File: src/rtl/bus_arbiter4_pkg.sv
// Shared definitions for the four-way round-robin bus arbiter:
// FSM state encoding, requester indices, select width and a one-hot helper.
package bus_arbiter4_pkg;

    localparam int SEL_W = 2;

    typedef enum logic {
        ST_IDLE  = 1'b0,
        ST_GRANT = 1'b1
    } state_t;

    localparam logic [SEL_W-1:0] REQ0 = 2'd0;
    localparam logic [SEL_W-1:0] REQ1 = 2'd1;
    localparam logic [SEL_W-1:0] REQ2 = 2'd2;
    localparam logic [SEL_W-1:0] REQ3 = 2'd3;

    function automatic logic [3:0] onehot4(input logic [SEL_W-1:0] idx);
        return 4'b0001 << idx;
    endfunction

endpackage

File: src/rtl/bus_arbiter4_rr_pick4.sv
// rr_pick4: combinational round-robin picker over four requests.
// Ports: i_req (request mask), i_ptr (scan start), o_found, o_idx (first set bit from i_ptr).
module rr_pick4
    import bus_arbiter4_pkg::*;
(
    input  logic [3:0]       i_req,
    input  logic [SEL_W-1:0] i_ptr,
    output logic             o_found,
    output logic [SEL_W-1:0] o_idx
);

    logic [SEL_W-1:0] w_idx;

    // Scan from the farthest offset down so the nearest hit to i_ptr wins.
    always_comb begin
        o_found = 1'b0;
        o_idx   = i_ptr;
        w_idx   = i_ptr;
        for (int k = 3; k >= 0; k--) begin
            w_idx = i_ptr + SEL_W'(k);
            if (i_req[w_idx]) begin
                o_found = 1'b1;
                o_idx   = w_idx;
            end
        end
    end

endmodule

File: src/rtl/bus_arbiter4.sv
// bus_arbiter4: round-robin owner of a shared 4:1 data bus with a bounded hold time.
// Ports: clk, rst (sync, active high), iReq[3:0], iData0..3; oGnt (one-hot), oSel, oBusy, oData.
module bus_arbiter4
    import bus_arbiter4_pkg::*;
#(
    parameter int MAX_HOLD = 16,
    parameter int WIDTH    = 32
) (
    input  logic             clk,
    input  logic             rst,
    input  logic [3:0]       iReq,
    input  logic [WIDTH-1:0] iData0,
    input  logic [WIDTH-1:0] iData1,
    input  logic [WIDTH-1:0] iData2,
    input  logic [WIDTH-1:0] iData3,
    output logic [3:0]       oGnt,
    output logic [SEL_W-1:0] oSel,
    output logic             oBusy,
    output logic [WIDTH-1:0] oData
);

    localparam logic [7:0] CNT_MAX = 8'(MAX_HOLD - 1);

    state_t           r_state;
    logic [SEL_W-1:0] r_ptr;
    logic [7:0]       r_cnt;

    logic [3:0]       w_req_oth;
    logic             w_found_all;
    logic             w_found_oth;
    logic [SEL_W-1:0] w_idx_all;
    logic [SEL_W-1:0] w_idx_oth;
    logic             w_own_req;
    logic             w_at_limit;
    logic             w_handover;
    logic             w_preempt;
    logic [SEL_W-1:0] w_win;

    // Second picker sees the owner masked out, so preemption never re-picks it.
    assign w_req_oth = iReq & ~onehot4(oSel);

    rr_pick4 u_pick_all (
        .i_req   (iReq),
        .i_ptr   (r_ptr),
        .o_found (w_found_all),
        .o_idx   (w_idx_all)
    );

    rr_pick4 u_pick_oth (
        .i_req   (w_req_oth),
        .i_ptr   (r_ptr),
        .o_found (w_found_oth),
        .o_idx   (w_idx_oth)
    );

    assign w_own_req  = iReq[oSel];
    assign w_at_limit = (r_cnt == CNT_MAX);
    // Release has priority; with the owner gone, the full mask equals the masked one.
    assign w_handover = !w_own_req && w_found_all;
    assign w_preempt  = w_own_req && w_at_limit && w_found_oth;
    assign w_win      = w_own_req ? w_idx_oth : w_idx_all;

    always_ff @(posedge clk) begin
        if (rst) begin
            r_state <= ST_IDLE;
            r_ptr   <= REQ0;
            r_cnt   <= 8'd0;
            oGnt    <= 4'b0000;
            oSel    <= REQ0;
            oBusy   <= 1'b0;
        end else begin
            unique case (r_state)
                ST_IDLE: begin
                    if (w_found_all) begin
                        r_state <= ST_GRANT;
                        r_ptr   <= w_idx_all + 2'd1;
                        r_cnt   <= 8'd0;
                        oGnt    <= onehot4(w_idx_all);
                        oSel    <= w_idx_all;
                        oBusy   <= 1'b1;
                    end
                end
                ST_GRANT: begin
                    if (w_handover || w_preempt) begin
                        r_ptr <= w_win + 2'd1;
                        r_cnt <= 8'd0;
                        oGnt  <= onehot4(w_win);
                        oSel  <= w_win;
                    end else if (!w_own_req) begin
                        r_state <= ST_IDLE;
                        oGnt    <= 4'b0000;
                        oBusy   <= 1'b0;
                    end else if (!w_at_limit) begin
                        r_cnt <= r_cnt + 8'd1;
                    end
                end
            endcase
        end
    end

    always_comb begin
        oData = '0;
        if (oBusy) begin
            case (oSel)
                REQ0:    oData = iData0;
                REQ1:    oData = iData1;
                REQ2:    oData = iData2;
                default: oData = iData3;
            endcase
        end
    end

endmodule

File: config.mk
export PLATFORM = sky130hd
export DESIGN_NAME = bus_arbiter4
export DESIGN_NICKNAME = d
export VERILOG_FILES = /design/src/rtl/bus_arbiter4_pkg.sv /design/src/rtl/bus_arbiter4_rr_pick4.sv /design/src/rtl/bus_arbiter4.sv
export SDC_FILE = /design/constraint.sdc
export NUM_CORES = 1
export LEC_CHECK = 0
export BUFFER_PORTS_ARGS = -buffer_cell sky130_fd_sc_hd__buf_2
export CAP_MARGIN = 25
export CORE_ASPECT_RATIO = 1.5
export CORE_MARGIN = 2
export CORE_UTILIZATION = 38
export CTS_CLUSTER_DIAMETER = 150
export CTS_CLUSTER_SIZE = 8
export DETAILED_ROUTE_END_ITERATION = 7
export GPL_TIMING_DRIVEN = 0
export PLACE_DENSITY = 0.78
export SYNTH_ARGS = -nofsm -noshare
export SYNTH_HDL_FRONTEND = slang
export SYNTH_SLANG_ARGS = --single-unit
File: constraint.sdc
create_clock -name clk -period 2.1 [get_ports clk]
set_input_delay 0.315 -clock clk [delete_from_list [all_inputs] [get_ports clk]]
set_output_delay 0.315 -clock clk [all_outputs]
set_load 0.02 [all_outputs]
==> results_dict.tcl <==
set metrics [dict create \
    fin_nets 581 \
    hold_viol 0 \
    rr_worst_depth 6 \
    dpl_cell_area_um2 3360 \
    required_ns 1.78 \
    hold_depth 3 \
    grt_pass1_vias 2908 \
    grt_overflow_total 0 \
    ff2ff_setup_slack_ns 0.01 \
    finalCritPeriodShare_pct 103 \
    rsz0062_at_grt "yes" \
    die_area_um2 7010 \
    yosys.cell_count.top_type "and2_1" \
    grt_max_degree 11 \
    grtUsageTotal_pct 25.1 \
    cts_buffer_depth 2 \
    yosysTopAreaCellShare_pct 30.8 \
    hold_ws_ns 0.431 \
    netlist_instances 263 \
    end_kind "primary output" \
    core_area_um2 6130 \
    preCtsSetupSlack_ns -0.214 \
    ys_async_sr_fraction_pct 0 \
    r2r-end "r_ptr[1]" \
    rows 35 \
    tritoncts "yes" \
    synth_area_um2 2410 \
    hold_start "iReq[3]" \
    grt_first_pass_wirelength_mm 14.2 \
    p_leak_uw 0.00178 \
    synth_common_cells "34 x and2_1, 33 x mux4_2, 23 x nor2_1, 18 x dfxtp_1, 16 x o21ai_0" \
    drtPass1Iterations 5 \
    finalMaxSlewViolations 0 \
    hold_end "r_state" \
    setup_viol 9 \
    vias 2935 \
    ir_drop_mv 0.664 \
    finish.instance_area_um2 3840 \
    status "finished with violations" \
    synth_area_leader_cell "mux4_2" \
    yosys_warnings 0 \
    insertion_delay_ns 0.27 \
    io_pins 173 \
    r2r-start "oSel[0]" \
    ys_ff_latch 18 \
    synth_cell_types 57 \
    dp_hpwl_mm 7.56 \
    placedCellCount 507 \
    fin_ws_ns -0.0586 \
    final_antenna_net_count 0 \
    drt_iter0_markers 128 \
    start_util_pct 39.3 \
    totalWireLength_mm 9.58 \
    cp-start-kind "flip-flop" \
    synth.yosys.seq_area_share_pct 14.9 \
    drive_above_1_share_pct 61.6 \
    worst_hold_path_type "input port to flip-flop" \
    synthFlopType "dfxtp_1" \
    worst_pin_slew_ns 0.612 \
    worstPathMaxFanout 5 \
    clk_pin_slew_ns 0.07 \
    violations "setup timing" \
    avgRoutedWirePerCell_um 18.4 \
    root_buffer "clkbuf_8" \
    power.density_nw_per_um2 878 \
    io_buffers 170 \
    htreeDepth 1 \
    worstSetupPathType "flip-flop to primary output" \
    cts_buffers 3 \
    fin_skew_ns 0.00772 \
    avgSynthCellArea_um2 9.17 \
    synth_edf_count 0 \
    gp_congestion 0.895 \
    antenna_found_initial 1 \
    die_height_um 102 \
    fin_cells 520 \
    syn-num-nets 398 \
    fp.dieW_um 69.1 \
    cts_num_sinks 18 \
    synth_area_leaders "mux4_2 31%, dfxtp_1 15%, and2_1 8.8%, nor2_1 3.6%, o21ai_0 3.3%" \
    cap_violations 0 \
    cp.arrival_ns 1.84 \
    area_growth_syn_to_layout_pct 59.1 \
    period_needed_ns 2.16 \
    viasPerCell 5.64 \
    fmax_ghz 0.463 \
    drcViolationCount 0 \
    slew_headroom_pct 58.9 \
]
worst max-delay path by stage:
| stage | from | endpoint | cells past startpoint |
|---|---|---|---|
| finish | oSel[0] | oData[4] | 6 |
| global route | oSel[0] | oData[2] | 6 |
| CTS | oSel[0] | oData[8] | 7 |
| detailed placement | oSel[0] | oData[4] | 6 |
| global placement | oSel[0] | oData[2] | 6 |
| floorplan | oSel[0] | oData[10] | 5 |
worst max-delay path, stage by stage (launching register included):
cell and delay, ns:
dfxtp_4 0.40, buf_12 0.14, buf_12 0.10, buf_12 0.11
mux4_2 0.51, and2_4 0.19, buf_6 0.13
final cells by class:
class                   instances  area, um2
diodes                          1       2.50
plain buffers                  21        200
clock buffers                   4       55.1
fillers                       506       2290
inverters                       5       18.8
multi-input cells             218       2070
flip-flops and latches         18        365
well taps                      74       92.6
repair buffers                179       1040
repair_timing:
item	in CTS	in global routing
cloned	1	0
endpoints found under the setup margin	44	48
pin swaps	2	12
hold buffers	0	0
resized for setup	70	42
buffers inserted	6	3
where the power goes:
part | internal [uW] | total, uW | switching, uW | leakage, uW
Clock | 167 | 290 | 123 | 0.0000288
Combinational | 1380 | 2620 | 1240 | 0.00160
Sequential | 404 | 465 | 61.2 | 0.000149
Total | 1950 | 3370 | 1420 | 0.00178
cells by family (layout without fill, tap and decap cells):
group / Yosys count / after routing / share of synthesized area, %
flip-flops: 18 / 18 / 14.9
buffers and inverters: 27 / 209 / 5.13
multiplexers: 35 / 35 / 31.7
AO/OA/AOI/OAI: 64 / 64 / 18.2
adder cells (fa/ha/maj): 2 / 2 / 0.934
XOR/XNOR: 7 / 7 / 3.11
AND/OR/NAND/NOR: 110 / 110 / 26.0
other: 0 / 1 / 0
sequential cells by signal (all words and copies together) (netlist names):
| register | cells |
|---|---|
| r_ptr | 2 |
| oBusy | 1 |
| r_cnt | 8 |
| r_state | 1 |
| oSel | 2 |
| oGnt | 4 |
per-stage QoR:
stage | utilization (%) | total power, uW | TNS, ns
after floorplan | - | 2000 | 0
after global placement | 54.8 | 2500 | -5.37
after detailed placement | 54.8 | 2540 | -5.68
after CTS | 60.8 | 3240 | -1.79
after global routing | 62.6 | 3560 | -1.27
final | 62.6 | 3370 | -0.312
cells in the final DEF (no fill, tap or decap), types with 7 or more instances in the layout:
cell type    n
and2_1      18
and2_4      16
dfxtp_1     16
a21oi_1     13
buf_6       19
o21ai_0     13
buf_4        8
nor2_1      22
buf_2      157
mux4_2      33
nor2b_1      7
nand2_1     10
layer usage:
| layer | wire length, um | track usage, % | vias to the layer above |
|---|---|---|---|
| met4 | 289 | 10.7 | 0 |
| met1 | 3340 | 28.0 | 1363 |
| met2 | 4890 | 44.1 | 180 |
| li1 | - | - | 1369 |
| met5 | 0 | 0 | - |
| met3 | 1070 | 7.76 | 23 |
(Power assumes the default switching activity.)
